$ cat src/rtl/alu_seq_pkg.sv
// Shared definitions for the sequential ALU: op codes, status-flag bit
// positions and FSM state encoding.
package alu_seq_pkg;

    // ALU op codes. The original set (ASL..FLG) keeps its numbering; the
    // extended ops follow it.
    typedef enum logic [4:0] {
        OP_ASL = 5'd0,
        OP_LSR = 5'd1,
        OP_ROL = 5'd2,
        OP_ROR = 5'd3,
        OP_AND = 5'd4,
        OP_INC = 5'd5,
        OP_FLG = 5'd6,
        OP_ORA = 5'd7,
        OP_EOR = 5'd8,
        OP_DEC = 5'd9,
        OP_ADC = 5'd10,
        OP_SBC = 5'd11,
        OP_CMP = 5'd12,
        OP_BIT = 5'd13
    } alu_op_e;

    // Status register bit positions.
    localparam int FLAG_CARRY     = 0;
    localparam int FLAG_ZERO      = 1;
    localparam int FLAG_INTERRUPT = 2;
    localparam int FLAG_DECIMAL   = 3;
    localparam int FLAG_BREAK     = 4;
    localparam int FLAG_OVERFLOW  = 5;
    localparam int FLAG_NEGATIVE  = 6;
    localparam int FLAGS_W        = 7;

    typedef enum logic [1:0] {
        S_IDLE,
        S_EXEC,
        S_ADJUST,
        S_HOLD
    } state_e;

    // True for the ops that take a BCD correction pass when D is set.
    function automatic logic is_bcd_op(input logic [4:0] op);
        return (op == OP_ADC) || (op == OP_SBC);
    endfunction

endpackage

$ cat src/rtl/alu_seq_bcd_adjust.sv
// Per-nibble decimal correction for ADC/SBC. Works digit by digit from the
// least significant nibble, rippling the decimal carry/borrow upward.
module bcd_adjust #(
    parameter int WIDTH = 8
) (
    input  logic [WIDTH-1:0] a_i,
    input  logic [WIDTH-1:0] b_i,
    input  logic             c_i,
    input  logic             sub_i,
    output logic [WIDTH-1:0] sum_o,
    output logic             c_o
);
    localparam int NIB = WIDTH / 4;

    logic [3:0] bn;
    logic [4:0] raw;
    logic [3:0] nib;
    logic       c;

    // Digit-serial add (or add-of-complement for SBC) with +6/-6 correction.
    always_comb begin
        bn    = '0;
        raw   = '0;
        nib   = '0;
        c     = c_i;
        sum_o = '0;
        for (int i = 0; i < NIB; i++) begin
            bn  = sub_i ? ~b_i[4*i +: 4] : b_i[4*i +: 4];
            raw = {1'b0, a_i[4*i +: 4]} + {1'b0, bn} + {4'b0, c};
            if (sub_i) begin
                // raw[4] clear means this digit borrowed: pull back by 6.
                nib = raw[4] ? raw[3:0] : raw[3:0] - 4'd6;
                c   = raw[4];
            end else if (raw > 5'd9) begin
                // Covers both >9 and a binary nibble carry (raw >= 16).
                nib = raw[3:0] + 4'd6;
                c   = 1'b1;
            end else begin
                nib = raw[3:0];
                c   = 1'b0;
            end
            sum_o[4*i +: 4] = nib;
        end
        c_o = c;
    end

endmodule

$ cat src/rtl/alu_seq.sv
// Sequential ALU with a valid/ready handshake on both sides. A request is
// captured in IDLE, computed in EXEC, optionally BCD-corrected in ADJUST and
// presented in HOLD until the consumer takes it.
module alu_seq
    import alu_seq_pkg::*;
#(
    parameter int WIDTH      = 8,
    parameter bit DECIMAL_EN = 1'b1
) (
    input  logic               clk,
    input  logic               rst,
    input  logic               in_valid,
    output logic               in_ready,
    input  logic [4:0]         alu_op,
    input  logic [WIDTH-1:0]   operand_a,
    input  logic [WIDTH-1:0]   operand_b,
    input  logic [FLAGS_W-1:0] flags_in,
    output logic               out_valid,
    input  logic               out_ready,
    output logic [WIDTH-1:0]   result,
    output logic [FLAGS_W-1:0] flags_out
);
    state_e             state_q;
    logic [4:0]         op_q;
    logic [WIDTH-1:0]   a_q, b_q;
    logic [FLAGS_W-1:0] fin_q;
    logic [WIDTH-1:0]   result_q;
    logic [FLAGS_W-1:0] flags_q;
    logic               in_ready_q, out_valid_q;

    logic [WIDTH-1:0]   res_d;
    logic [FLAGS_W-1:0] flg_d;
    logic [WIDTH-1:0]   b_eff;
    logic [WIDTH:0]     add_w, cmp_w;
    logic               zn_upd;
    logic               cin;
    logic               dec_path;

    logic [WIDTH-1:0]   bcd_sum;
    logic               bcd_c;

    assign cin      = fin_q[FLAG_CARRY];
    assign dec_path = DECIMAL_EN && is_bcd_op(op_q) && fin_q[FLAG_DECIMAL];

    // Binary datapath on the captured operands; unnamed flags pass through.
    always_comb begin
        res_d  = '0;
        flg_d  = fin_q;
        zn_upd = 1'b0;
        b_eff  = (op_q == OP_SBC) ? ~b_q : b_q;
        add_w  = {1'b0, a_q} + {1'b0, b_eff} + {{WIDTH{1'b0}}, cin};
        cmp_w  = {1'b0, a_q} - {1'b0, b_q};
        case (op_q)
            OP_ASL: begin
                res_d = {a_q[WIDTH-2:0], 1'b0};
                flg_d[FLAG_CARRY] = a_q[WIDTH-1];
                zn_upd = 1'b1;
            end
            OP_LSR: begin
                res_d = {1'b0, a_q[WIDTH-1:1]};
                flg_d[FLAG_CARRY] = a_q[0];
                zn_upd = 1'b1;
            end
            OP_ROL: begin
                res_d = {a_q[WIDTH-2:0], cin};
                flg_d[FLAG_CARRY] = a_q[WIDTH-1];
                zn_upd = 1'b1;
            end
            OP_ROR: begin
                res_d = {cin, a_q[WIDTH-1:1]};
                flg_d[FLAG_CARRY] = a_q[0];
                zn_upd = 1'b1;
            end
            OP_AND: begin res_d = a_q & b_q; zn_upd = 1'b1; end
            OP_ORA: begin res_d = a_q | b_q; zn_upd = 1'b1; end
            OP_EOR: begin res_d = a_q ^ b_q; zn_upd = 1'b1; end
            OP_INC: begin res_d = a_q + 1'b1; zn_upd = 1'b1; end
            OP_DEC: begin res_d = a_q - 1'b1; zn_upd = 1'b1; end
            OP_FLG: begin res_d = a_q; zn_upd = 1'b1; end
            OP_ADC, OP_SBC: begin
                res_d = add_w[WIDTH-1:0];
                flg_d[FLAG_CARRY]    = add_w[WIDTH];
                flg_d[FLAG_OVERFLOW] = (a_q[WIDTH-1] == b_eff[WIDTH-1]) &&
                                       (add_w[WIDTH-1] != a_q[WIDTH-1]);
                zn_upd = 1'b1;
            end
            OP_CMP: begin
                res_d = a_q;
                flg_d[FLAG_CARRY]    = ~cmp_w[WIDTH];
                flg_d[FLAG_ZERO]     = (cmp_w[WIDTH-1:0] == '0);
                flg_d[FLAG_NEGATIVE] = cmp_w[WIDTH-1];
            end
            OP_BIT: begin
                res_d = a_q;
                flg_d[FLAG_ZERO]     = ((a_q & b_q) == '0);
                flg_d[FLAG_NEGATIVE] = b_q[WIDTH-1];
                flg_d[FLAG_OVERFLOW] = b_q[WIDTH-2];
            end
            default: begin
                res_d = '0;
            end
        endcase
        if (zn_upd) begin
            flg_d[FLAG_ZERO]     = (res_d == '0);
            flg_d[FLAG_NEGATIVE] = res_d[WIDTH-1];
        end
    end

    bcd_adjust #(.WIDTH(WIDTH)) u_bcd (
        .a_i   (a_q),
        .b_i   (b_q),
        .c_i   (cin),
        .sub_i (op_q == OP_SBC),
        .sum_o (bcd_sum),
        .c_o   (bcd_c)
    );

    // Control FSM with registered handshake outputs and result hold.
    always_ff @(posedge clk) begin
        if (rst) begin
            state_q     <= S_IDLE;
            op_q        <= '0;
            a_q         <= '0;
            b_q         <= '0;
            fin_q       <= '0;
            result_q    <= '0;
            flags_q     <= '0;
            in_ready_q  <= 1'b1;
            out_valid_q <= 1'b0;
        end else begin
            case (state_q)
                S_IDLE: begin
                    if (in_valid) begin
                        op_q       <= alu_op;
                        a_q        <= operand_a;
                        b_q        <= operand_b;
                        fin_q      <= flags_in;
                        in_ready_q <= 1'b0;
                        state_q    <= S_EXEC;
                    end
                end
                S_EXEC: begin
                    result_q <= res_d;
                    flags_q  <= flg_d;
                    if (dec_path) begin
                        state_q <= S_ADJUST;
                    end else begin
                        state_q     <= S_HOLD;
                        out_valid_q <= 1'b1;
                    end
                end
                S_ADJUST: begin
                    // Z/N/V stay from the binary pass; only C comes from BCD.
                    result_q             <= bcd_sum;
                    flags_q[FLAG_CARRY]  <= bcd_c;
                    state_q              <= S_HOLD;
                    out_valid_q          <= 1'b1;
                end
                S_HOLD: begin
                    // Going back through IDLE keeps the retire cycle closed to
                    // new requests.
                    if (out_ready) begin
                        out_valid_q <= 1'b0;
                        in_ready_q  <= 1'b1;
                        state_q     <= S_IDLE;
                    end
                end
                default: state_q <= S_IDLE;
            endcase
        end
    end

    assign in_ready  = in_ready_q;
    assign out_valid = out_valid_q;
    assign result    = result_q;
    assign flags_out = flags_q;

endmodule

$ cat config.mk
export PLATFORM = sky130hd
export DESIGN_NAME = alu_seq
export DESIGN_NICKNAME = d
export VERILOG_FILES = /design/src/rtl/alu_seq_pkg.sv /design/src/rtl/alu_seq_bcd_adjust.sv /design/src/rtl/alu_seq.sv
export SDC_FILE = /design/constraint.sdc
export NUM_CORES = 1
export LEC_CHECK = 0
export ABC_AREA = 1
export CORE_AREA = 2 2 95 97
export CTS_CLUSTER_SIZE = 30
export DETAILED_ROUTE_END_ITERATION = 16
export DIE_AREA = 0 0 97 99
export PLACE_DENSITY = 0.76
export SYNTH_ARGS = -nofsm -noshare
export SYNTH_HDL_FRONTEND = slang
export SYNTH_SLANG_ARGS = --single-unit
$ cat constraint.sdc
create_clock -name clk -period 10.4 [get_ports clk]
set_clock_uncertainty 0.15 [all_clocks]
set_input_delay 3.12 -clock clk [delete_from_list [all_inputs] [get_ports clk]]
set_output_delay 3.12 -clock clk [all_outputs]
set_load 0.03 [all_outputs]
# --- Yosys cells after proc, flatten, opt, wreduce, memory -nomap -nowiden ---
# Cells that the tools add are included.
totals:
  regBits: 47
  inputBits: 32
  output_inout_bits: 17
  word_cells: 106
classes:
  add_sub_neg: 13
  order_cmp: 2
  n_eq_ne: 21
  muxes: 33
  n_bitwise: 7
  reduce_logical: 20
op_table:
  columns: ["operator", "count"]
  rows:
  - ["$pmux 8 s11", 1]
  - ["$mux 4", 8]
  - ["$eq 5x4->1 const B", 6]
  - ["$logic_not 8->1", 3]
  - ["$eq 5x3->1 const B", 4]
  - ["$pmux 8 s2", 1]
  - ["$mux 1", 12]
  - ["$reduce_or 12->1", 1]
  - ["$add 4x4->5", 2]
  - ["$add 5x1->5", 2]
  - ["$eq 5x2->1 const B", 2]
  - ["$gt 5x4->1 const B", 2]
  - ["$pmux 1 s2", 5]
  - ["$add 8x8->9", 1]
  - ["$add 9x1->9", 1]
  - ["$sub 8x8->9", 1]
  - ["$add 4x3->4 const B", 2]
  - ["$add 8x1->8 const B", 1]
  - ["$and 8x8->8", 1]
  - ["$mux 8", 1]
  - ["$not 4->4", 2]
  - ["$not 8->8", 1]
  - ["$or 8x8->8", 1]
  - ["$pmux 2 s4", 1]
  - ["other kinds (23)", 34]

# --- Logic depth before layout (Yosys ltp) ---
logic_depth:
  ltp_word: 12
  depth_mapped: 31
  depth_no_buf: 30

# --- Cells and area by module ---
# Synthesis repeated with hierarchy kept, for this count alone.
unflattened:
  cells_unflattened: 783
  hier_area_um2: 4909.7
by_module_without_submodules:
  columns: ["module", "instances", "cells_per_inst", "area_each_um2", "seq_area_each_um2"]
  rows:
  - ["alu_seq", 1, 648, 4056.4, 940.9]
  - ["bcd_adjust", 1, 135, 853.3, 0.0]

# --- Worst setup path before layout ---
# No wires, ideal clock.
synth_path:
  kind: "flip-flop to flip-flop"
  start: "register op_q[4]"
  end: "register result_q[5] (netlist: result[5])"
  setup_ns: 0.132
  arrival_ns: 4.210
  required_ns: 10.118
  path_slack_ns: 5.908
  path_stages_with_launch: 30
  n_path_buf: 2
  synth_period_minus_slack_ns: 4.492
  path_cell_list: "dfxtp_1 buf_4 inv_2 nand2_4 nor2_8 buf_2 xor2_1 fa_1 inv_1 nand2_1 nand3b_1 nand2_1 ha_1 nand2_1 nand3_1 o21ai_0 fa_1 inv_1 fa_1 xor2_1 ha_1 nand2_1 a21boi_0 nand2_1 nand3_1 nand2_1 nand2_1 nand3_1 nand3_1 a21oi_1"
synth_via:
  elab_chain_cells: 12
  elab_cells_between_ends: 36
  cone_classes: "add/sub (8); order compare (2); eq/ne (13); mux (10); reduce/logical (3)"
synth_rtl:
  columns: ["element", "line_no", "rtl"]
  rows:
  - ["start, declared", "alu_seq.sv:24", "logic [4:0] op_q;"]
  - ["start signal, assigned", "alu_seq.sv:134", "op_q <= alu_op;"]
  - ["$eq 5x4->1", "alu_seq.sv:50, alu_seq.sv:53, alu_seq.sv:113", null]
  - ["$mux 4", "alu_seq_bcd_adjust.sv:28", "bn = sub_i ? ~b_i[4*i +: 4] : b_i[4*i +: 4];"]
  - ["$add 4x4->5", "alu_seq_bcd_adjust.sv:29", "raw = {1'b0, a_i[4*i +: 4]} + {1'b0, bn} + {4'b0, c};"]
  - ["$add 5x1->5", "alu_seq_bcd_adjust.sv:29", null]
  - ["$gt 5x4->1", "alu_seq_bcd_adjust.sv:34", "end else if (raw > 5'd9) begin"]
  - ["$mux 1", "alu_seq_bcd_adjust.sv:34", null]
  - ["$mux 1", "alu_seq_bcd_adjust.sv:30", "if (sub_i) begin"]
  - ["$add 5x1->5", "alu_seq_bcd_adjust.sv:29", null]
  - ["$add 4x3->4 (tied with other cells)", "alu_seq_bcd_adjust.sv:36", "nib = raw[3:0] + 4'd6;"]
  - ["$mux 4 (on tied branches)", "alu_seq_bcd_adjust.sv:34, alu_seq_bcd_adjust.sv:32", null]
  - ["$mux 4", "alu_seq_bcd_adjust.sv:30", null]
  - ["$pmux 8 s2 *", "alu_seq.sv:131", "case (state_q)"]
  - ["end signal, assigned", "alu_seq.sv:143", "result_q <= res_d;"]
  - ["end signal, assigned", "alu_seq.sv:154", "result_q <= bcd_sum;"]
  - ["end, declared", "alu_seq.sv:27", "logic [WIDTH-1:0] result_q;"]
# Mark *: on every way between the ends. The rest lies on a longest branch, timed or not.
# A chain may end at the register's enable or synchronous reset.

# --- Worst setup path in the final report ---
layout_path:
  start: "register op_q[1]"
  end: "register result_q[7] (netlist: result[7])"
# The elaborated chain is that of the path after synthesis.

==> impl_metrics.json <==
{
  "grt_antenna_before_repair": 0,
  "ir_drop_mv": 0.1186,
  "core-area_sq_mm": 0.008551,
  "ios": 49,
  "required_ps": 10430,
  "synth_mux_area_share_pct": 0,
  "r2r_slack_ps": 5350,
  "routed_wl_um": 14010,
  "synth_cell_type_count": 36,
  "synth_seq_cells": 47,
  "syn_to_final_growth_pct": 13.84,
  "hold_path_class": "reg2reg",
  "cts_root_buf": "clkbuf_8",
  "htreeDepth": 2,
  "syn_inst": 737,
  "post-route-min-period_ps": 5047,
  "tns_ps": 0,
  "path_class": "reg2reg",
  "post_drt_via_cell_ratio": 5.586,
  "yosys.area_share.xor_xnor_pct": 1.726,
  "total_power_w": 0.001401,
  "synth_simple_gate_area_share_pct": 38.25,
  "drt_iter0_drc": 377,
  "synth_edf_count": 0,
  "cp-end-kind": "flip-flop",
  "switching_share_pct": 55.48,
  "tritoncts": "done",
  "p_clk_share_pct": 8.5,
  "groute.usage.overall_pct": 29.35,
  "clockBufferDepth": 2,
  "status": "complete, no violations",
  "syn_avg_cell_area_sq_um": 6.197,
  "ys_top_cells_by_count": "192 x nand2_1, 89 x inv_1, 73 x nand3_1, 64 x nor2_1, 57 x a21oi_1",
  "grt_max_degree": 52,
  "worst_pin_slew_ps": 872.8,
  "rsz0062_at_grt": "no",
  "first_global_vias": 4719,
  "maxCapViolCount": 0,
  "ys_seq_area_share_pct": 20.60,
  "port_buffers": 48,
  "setup_viol": 0,
  "power_density_mw_per_mm2": 269.6,
  "wl_per_cell_um": 15.85,
  "start_util_pct": 53.41,
  "hold_viol": 0,
  "fmax_ghz": 0.1981,
  "power.internal_w": 0.0006240,
  "route.detailed.drc": 0,
  "drive_gt1_share_pct": 4.639,
  "cts_setup_buffers": 0,
  "hold_buffers": 0,
  "synth-main-ff-cell": "dfxtp_1",
  "place.gp.congestion": 0.9631,
  "drv_slew": 0,
  "antenna_left": 0,
  "synthArstFlopShare_pct": 0,
  "dr.pass1.iters": 5,
  "cts_buffers": 5,
  "path_clk_slew_ps": 90,
  "switching_power_w": 0.0007775,
  "post-route-period-util_pct": 48.53,
  "p_seq_share_pct": 22.7,
  "synth_fa_ha_area_share_pct": 15.07,
  "dieWidth_um": 97,
  "ys_top_cells_by_area": "dfxtp_1 21%, nand2_1 16%, ha_1 13%, nand3_1 8.0%, inv_1 7.3%",
  "antennaDiodeCount": 0,
  "relSlewSlack_pct": 41.60,
  "worstSetupStartpointType": "flip-flop",
  "grt_pass1_wl_um": 23180,
  "die_h_um": 99,
  "arrival_ps": 5080,
  "cts.sinks": 47,
  "synth_most_common_cell": "nand2_1",
  "synth_compound_area_share_pct": 14.49,
  "leakage_nw": 2.555,
  "dieArea_sq_mm": 0.009603,
  "final_nets": 860,
  "synth_top_area_share_pct": 20.60,
  "grt.overflow.total": 0,
  "vias": 4938,
  "synth_top_cell_by_area": "dfxtp_1",
  "worst_skew_pair.late_latency_ps": 310,
  "synth_top_family_by_area": "simple AND/OR/NAND/NOR gates",
  "rows": 34,
  "syn-cell-area_sq_mm": 0.004567,
  "cts_resized": 0,
  "path_max_fanout": 17,
  "synth_nets": 821,
  "ys_warn_count": 0,
  "dp_hpwl_um": 10980,
  "comb_power_share_pct": 68.8
}
-- through the flow --
step	hold slack (ps)	instances	utilization, %	worst slack [ps]	instance area (sq um)
final	317.7	884	60.80	5353	5199
after global routing	342.8	884	60.80	4922	5199
after CTS	320.6	884	60.80	5427	5199
after detailed placement	305.8	877	59.73	5124	5107
after global placement	299.2	877	59.73	5146	5107
after floorplan	301.9	737	-	5908	4567
-- state kept, by name (all words and copies together) (netlist names) --
signal	flops
result	8
flags_out	7
in_ready	1
op_q	5
fin_q	7
out_valid	1
a_q	8
state_q	2
b_q	8
-- area by class of cell --
type	instances	area, sq um
clock inverters	1	8.758
multi-input cells	575	3176
well taps	108	135.1
repair buffers	49	488.0
fillers	850	3352
clock buffers	6	82.58
inverters	98	367.9
flip-flops and latches	47	940.9
-- logic make-up (layout without fill, tap and decap cells) --
| kind of cell | after synthesis | count (layout) |
|---|---|---|
| buffers and inverters | 115 | 154 |
| AOI/OAI and AO/OA | 126 | 126 |
| adders and majority gates | 52 | 52 |
| xor gates and xnor gates | 9 | 9 |
| DFF | 47 | 47 |
| and+or+nand+nor | 388 | 388 |
-- worst max-delay path, cell delays in order (launching register included) --
cell and delay, ps:
dfxtp_1 620, nand2_2 220, nor2_8 350, xor2_1 140
fa_1 390, inv_1 90, nand2_1 70, nand3b_1 120
nand2_1 120, ha_1 230, nand2_1 70, nand3_1 110
o21ai_0 240, fa_1 230, inv_1 60, fa_1 390
xor2_1 320, ha_1 230, nand2_1 60, a21boi_0 110
nand2_1 100, nand3_1 130, nand3b_1 120, nand3_1 90
nand3_1 90, a21oi_1 70
-- metal layers --
layer  track usage, %  vias to the layer above  share of wire (%)
li1                 -                     2490                  -
met1            39.63                     2228                 45
met2            49.57                      188                 46
met3            3.333                       32                6.8
met4            8.667                        0                2.5
met5                0                        -                  0
-- final timing paths --
| check | start | endpoint | cells past startpoint |
|---|---|---|---|
| min reg2reg | result[3] | result[3] | 2 |
| max | op_q[1] | result[7] | 25 |
| min | result[3] | result[3] | 2 |
| max reg2reg | op_q[1] | result[7] | 25 |
-- cell usage in the layout, fill, tap and decap left out, types with 4 or more instances in the layout --
| cell type | Yosys | layout |
|---|---|---|
| dfxtp_1 | 47 | 47 |
| nor2_1 | 64 | 64 |
| clkbuf_8 | 0 | 6 |
| inv_1 | 89 | 89 |
| nor3_1 | 4 | 4 |
| o21ai_0 | 52 | 52 |
| fa_1 | 5 | 5 |
| inv_2 | 7 | 7 |
| clkdlybuf4s50_1 | 0 | 48 |
| nand3b_1 | 12 | 12 |
| nand2_1 | 192 | 192 |
| a31oi_1 | 4 | 4 |
| nor2_2 | 8 | 8 |
| ha_1 | 47 | 47 |
| o211ai_1 | 5 | 5 |
| xor2_1 | 9 | 9 |
| a21oi_1 | 57 | 57 |
| nand4_1 | 19 | 19 |
| nand3_1 | 73 | 73 |
-- power by group through the flow --
stage,combinational (W),sequential [W],clock [W]
2_1_floorplan,0.000658,0.000338,0
3_3_place_gp,0.000928,0.000318,0
3_5_place_dp,0.000945,0.000319,0
4_1_cts,0.000950,0.000315,0.000121
5_1_grt,0.00108,0.000325,0.000127
6_report,0.000964,0.000318,0.000119
Note: power is estimated with default switching activity, not from simulation.
